`src/rtl/etapa_if_id.sv`:
```
// -----------------------------------------------------------------------------
// etapa_if_id
// IF/ID pipeline register with load-use hazard detection and performance
// counters. State updates on the falling edge of i_clk so it lines up with the
// downstream ID/EX register.
//
// Ports:
//   i_clk          clock (falling-edge active)
//   i_reset        asynchronous active-low reset
//   i_Enable       global advance enable; 0 freezes all state
//   i_PC4          PC+4 from fetch
//   i_Instruction  fetched instruction word
//   i_Flush        taken control transfer; squash held instruction
//   i_EX_MemRead   MemRead of the instruction in ID/EX
//   i_EX_Rt        destination Rt of the instruction in ID/EX
//   o_PC4          registered PC+4
//   o_Instruction  registered instruction
//   o_Valid        held instruction is real (not a bubble)
//   o_Stall        load-use hazard (combinational)
//   o_StallCount   saturating count of stalled cycles
//   o_FlushCount   saturating count of applied flushes
// -----------------------------------------------------------------------------
module etapa_if_id #(
  parameter int unsigned NBITS   = 32,
  parameter int unsigned RNBITS  = 5,
  parameter int unsigned CNTBITS = 16
) (
  input  logic               i_clk,
  input  logic               i_reset,
  input  logic               i_Enable,
  input  logic [NBITS-1:0]   i_PC4,
  input  logic [NBITS-1:0]   i_Instruction,
  input  logic               i_Flush,
  input  logic               i_EX_MemRead,
  input  logic [RNBITS-1:0]  i_EX_Rt,
  output logic [NBITS-1:0]   o_PC4,
  output logic [NBITS-1:0]   o_Instruction,
  output logic               o_Valid,
  output logic               o_Stall,
  output logic [CNTBITS-1:0] o_StallCount,
  output logic [CNTBITS-1:0] o_FlushCount
);

  localparam logic [CNTBITS-1:0] CntOne = CNTBITS'(1);
  localparam logic [CNTBITS-1:0] CntMax = '1;

  logic [NBITS-1:0]   r_pc4;
  logic [NBITS-1:0]   r_instr;
  logic               r_valid;
  logic [CNTBITS-1:0] r_stall_cnt;
  logic [CNTBITS-1:0] r_flush_cnt;

  logic [RNBITS-1:0]  w_rs;
  logic [RNBITS-1:0]  w_rt;
  logic               w_stall;

  assign w_rs = r_instr[21 +: RNBITS];
  assign w_rt = r_instr[16 +: RNBITS];

  // Register 0 is never a real dependency, so a load into r0 never stalls.
  assign w_stall = r_valid & i_EX_MemRead & (i_EX_Rt != '0) &
                   ((i_EX_Rt == w_rs) | (i_EX_Rt == w_rt));

  always_ff @(negedge i_clk or negedge i_reset) begin
    if (!i_reset) begin
      r_pc4       <= '0;
      r_instr     <= '0;
      r_valid     <= 1'b0;
      r_stall_cnt <= '0;
      r_flush_cnt <= '0;
    end else if (i_Enable) begin
      if (i_Flush) begin
        // Flush beats stall: the held word is squashed to a NOP bubble.
        r_pc4   <= i_PC4;
        r_instr <= '0;
        r_valid <= 1'b0;
        if (r_flush_cnt != CntMax) r_flush_cnt <= r_flush_cnt + CntOne;
      end else if (w_stall) begin
        if (r_stall_cnt != CntMax) r_stall_cnt <= r_stall_cnt + CntOne;
      end else begin
        r_pc4   <= i_PC4;
        r_instr <= i_Instruction;
        r_valid <= 1'b1;
      end
    end
  end

  assign o_PC4         = r_pc4;
  assign o_Instruction = r_instr;
  assign o_Valid       = r_valid;
  assign o_Stall       = w_stall;
  assign o_StallCount  = r_stall_cnt;
  assign o_FlushCount  = r_flush_cnt;

endmodule

```
`config.mk`:
```
export PLATFORM = sky130hd
export DESIGN_NAME = etapa_if_id
export DESIGN_NICKNAME = d
export VERILOG_FILES = /design/src/rtl/etapa_if_id.sv
export SDC_FILE = /design/constraint.sdc
export NUM_CORES = 1
export LEC_CHECK = 0
export ABC_AREA = 0
export CAP_MARGIN = 15
export CORE_MARGIN = 1.5
export CORE_UTILIZATION = 42
export CTS_BUF_LIST = sky130_fd_sc_hd__clkbuf_8
export CTS_CLUSTER_DIAMETER = 100
export DETAILED_ROUTE_END_ITERATION = 12
export GPL_TIMING_DRIVEN = 0
export HOLD_SLACK_MARGIN = 0.08
export PLACE_DENSITY = 0.76
export SETUP_SLACK_MARGIN = 0.1
export SYNTH_ARGS = -nofsm -noshare
export SYNTH_HDL_FRONTEND = slang
export SYNTH_SLANG_ARGS = --single-unit
```
`constraint.sdc`:
```
create_clock -name i_clk -period 1.9 [get_ports i_clk]
set_clock_uncertainty 0.15 [all_clocks]
set_input_delay 0.19 -clock i_clk [delete_from_list [all_inputs] [get_ports i_clk]]
set_output_delay 0.19 -clock i_clk [all_outputs]
set_load 0.02 [all_outputs]
```
**Word level (Yosys, flattened, before mapping)**

Index checks and enable logic that the tools add are counted.

- Register bits after elaboration: 97
- Input port bits: 74
- Output and inout port bits: 98

- $add $sub $neg: 2
- Equal/unequal tests: 5
- Muxes and demuxes: 6
- Bitwise operators: 5
- Reduce and logical (&&, ||, !) cells: 4

Operators by type and width:

| kind | number |
|---|---|
| $mux W32 | 4 |
| $add A16 B1 Y16 const B | 2 |
| $ne A16 B16 Y1 const B | 2 |
| $eq A5 B5 Y1 | 2 |
| $reduce_bool A5 Y1 | 1 |
| $reduce_and A4 Y1 | 1 |
| $and A1 B1 Y1 | 3 |
| $reduce_and A3 Y1 | 1 |
| $mux W1 | 2 |
| $ne A2 B2 Y1 const B | 1 |
| $reduce_and A2 Y1 | 1 |
| $not A1 Y1 | 1 |
| $or A1 B1 Y1 | 1 |

**Depth between registers and ports, before layout**

- Depth after elaboration: 5
- Depth in mapped cells: 7

==> summary.md <==
| Metric | Value |
|---|---|
| Post-synth top cells | `97 x dfrtn_1, 34 x mux2_2, 33 x inv_1` |
| Crit path kind | `reg -> out` |
| Fin. max-slew vios | `0` |
| Hold_ws | `~0.33 ns` |
| FF-to-FF setup slack | `-0.60 ns` |
| Sink Count | `97` |
| CP Data Arrival Time | `around 2.6 ns` |
| Post-placement worst setup slack | `-1.813 ns` |
| Clk pwr share | `0.226` |
| Synth Cell Area | `4740 sq um` |
| Net switching power figure | `between 1.5 and 2 mW` |
| Buffers added on ports | `around 170` |
| Count of final setup violators | `between 150 and 200` |
| Mapped Nets | `487` |
| Vias in the first global route | `between 4000 and 5000` |
| Post-synthesis sequential area ratio | `0.5121` |
| CTS tree | `yes` |
| Synth cell types | `37` |
| Int Pwr | `4.046 mW` |
| FF-to-FF Start | `o_Instruction[20]$_DFFE_NN0P_` |
| Logic pwr share | `0.356` |
| Wire length of the first global-routing pass | `between 20000 and 25000 um` |
| Final std cells w/o fill | `between 800 and 900` |
| Routed wl met3 | `1330 um` |
| Starting Density | `0.4334` |
| Net count, final | `782` |
| Hold Crit Class | `reg -> reg` |
| R2R depth | `9` |
| N_diodes | `0` |
| Critical path capture point | `o_Stall` |
| Post-synth ARST share | `1.000` |
| Worst Path Required | `between 1.5 and 2 ns` |
| Startpoint types | `flip-flop` |
| Uppermost layer routed | `met4` |
| Io pins | `approximately 170` |
| Post-DP HPWL | `around 9200 um` |
| Initial DRC Count | `143` |
| Met2 WL | `7978 um` |
| Largest net degree at the start of global routing | `75` |
| Max FO, Critical Path | `2` |
| Pwr dens | `roughly 670 nW/um^2` |
| Dpl cells | `723` |
| RSZ-0062 raised after global routing | `true` |
| Clock buffer depth | `2` |
| Root Buffer | `clkbuf_8` |
| H-tree levels | `3` |
| Setup ws final | `-1.074 ns` |
| Via density | `~5.4` |
| Core box area | `between 10000 and 15000 sq um` |
| Cell taking the most area after synthesis | `dfrtn_1` |
| Total GRT Usage | `0.2497` |
| Initial antenna violation count | `0` |
| Cell Rows | `38` |
| Hold Vio Cnt, Final | `0` |
| Syn_area_per_cell | `around 12 sq um` |
| Met1 WL | `roughly 6200 um` |
| Sw Ratio | `0.3154` |
| Top FF cell, synth | `dfrtn_1` |
| Status | `finished, violations left` |
| Failing checks | `negative setup slack` |
| Worst-margin pin slew | `0.7419 ns` |
| Via count | `4570` |
| DR pass1 iterations | `4` |
| Post-synth EDFFs | `0` |
| P&R area growth vs syn | `87.30%` |
| Global route total overflow | `0` |
| Placer Congestion | `~0.75` |
| DIE WIDTH | `109.2 um` |
| Maxcap violations | `0` |
| Register bit total from synthesis | `97` |
| DIE AREA | `~12000 sq um` |
| Num CTS Buffers | `9` |
| Worst-path clk slew | `0.06 ns` |
| Share of layout cells above drive strength 1 | `0.5541` |
| Worst reg2reg path endpoint | `o_PC4[13]$_DFFE_NN0P_` |
| Most common cell in the synthesized netlist | `dfrtn_1` |
| Slew margin rel. | `0.5054` |
| Kind of end point of the critical path | `output pin` |
| CP Launch Point | `o_Instruction[20]$_DFFE_NN0P_` |
| Top cells by area, synth | `dfrtn_1 51%, mux2_2 8.1%, o221ai_1 5.7%` |
| Chip height | `about 110 um` |
| Avg WL per Cell | `18.67 um` |
| Top cell type's share of synthesized area | `0.5121` |
| Later-pin clock latency in the skew report | `0.34 ns` |
| Synthesis Warnings | `0` |
| Total Routed Length | `around 16000 um` |
| Antenna-violating nets left | `0` |
| LEAKAGE | `3.983 nW` |
| Hold-fix buffers, CTS | `0` |
| Reg power frac | `0.418` |
| Cells after Synth | `411` |
| Peak VDD IR | `0.0004616 V` |
| Drt drc | `0` |
worst min path at each step:
| stage | end | slack (ns) | startpoint | cells after the start |
|---|---|---|---|---|
| 6_report | o_PC4[10]$_DFFE_NN0P_ | 0.33 | o_PC4[10]$_DFFE_NN0P_ | 1 |
| 5_1_grt | o_PC4[10]$_DFFE_NN0P_ | 0.33 | o_PC4[10]$_DFFE_NN0P_ | 1 |
| 4_1_cts | o_PC4[0]$_DFFE_NN0P_ | 0.33 | o_PC4[0]$_DFFE_NN0P_ | 1 |
| 3_5_place_dp | o_FlushCount[6]$_DFFE_NN0P_ | 0.28 | o_FlushCount[6]$_DFFE_NN0P_ | 1 |
| 3_3_place_gp | o_FlushCount[6]$_DFFE_NN0P_ | 0.26 | o_FlushCount[6]$_DFFE_NN0P_ | 1 |
| 2_1_floorplan | o_FlushCount[9]$_DFFE_NN0P_ | 0.35 | o_FlushCount[9]$_DFFE_NN0P_ | 1 |
critical path: stages, from the launching register on:
cell and delay (ns):
dfrtn_1 0.49, xnor2_2 0.16, nand3_2 0.11, o22a_4 0.26, nor2_4 0.10, buf_6 0.11, buf_6 0.11
through the flow:
step	utilization	setup TNS, ns	total power, mW	area (sq um)
floorplan	-	-70.41	3.224	5037
global placement	0.6332	-563.00	3.947	6924
detailed placement	0.6355	-190.97	3.992	6949
CTS	0.7594	-101.71	5.763	8304
global route	0.8118	-111.46	6.155	8877
finish	0.8118	-104.02	5.910	8877
layer usage:
layer	up-vias	global-route usage
met1	2244	0.2997
met5	-	0
li1	2116	-
met3	30	0.07352
met4	0	0.08998
met2	180	0.4250
cell type report:
type	count	area (sq um)
Sequential cell	97	2427
Fill cell	608	2058
Clock inverter	7	63.81
Timing Repair Buffer	284	2949
Tap cell	140	175.2
Buffer	29	276.5
Clock buffer	9	123.9
Inverter	33	123.9
Multi-Input combinational cell	252	2738
state kept, by name (all words and copies together), names as in the netlist:
signal         flops
o_Valid            1
o_Instruction     32
o_FlushCount      16
o_PC4             32
o_StallCount      16
cell usage in the layout (no fill, tap or decap), drive strengths merged, types with 2 or more instances in the layout:
master         netlist  layout
xor2                 8       8
nand2b               3       3
buf                 11     228
bufbuf               0       2
clkbuf              18      27
o221ai              31      31
clkdlybuf4s50        0      64
and3                 7       7
nor4                 4       4
nor3                 4       4
nor2                 5       5
nand3               18      18
ha                   2       2
xnor2               30      30
mux2                36      36
dfrtn               97      97
clkinv               0       3
nand3b              31      31
and4                 7       7
nand2               11      11
nand4               11      11
inv                 33      35
or4                 32      32
timing repair:
action,4_1_cts,5_1_grt
pin swaps,32,33
endpoints found under the setup margin,195,194
buffers inserted,76,37
gates cloned,7,1
gates resized for setup,703,80
cells by family after synthesis:
logic type,synth area share
buf+inv,0.05860
mux,0.08712
simple gates,0.1932
xor+xnor,0.07022
fa+ha+maj,0.005279
compound gates,0.07339
flops,0.5121
power by group through the flow:
stage                     clock (mW)  sequential (mW)  combinational [mW]
after floorplan                    0             2.73               0.492
after global placement             0             2.51                1.44
after detailed placement           0             2.52                1.48
after CTS                       1.35             2.46                1.95
after global routing            1.44             2.48                2.23
final                           1.34             2.47                2.10
Power figures use the tool's default switching activity.
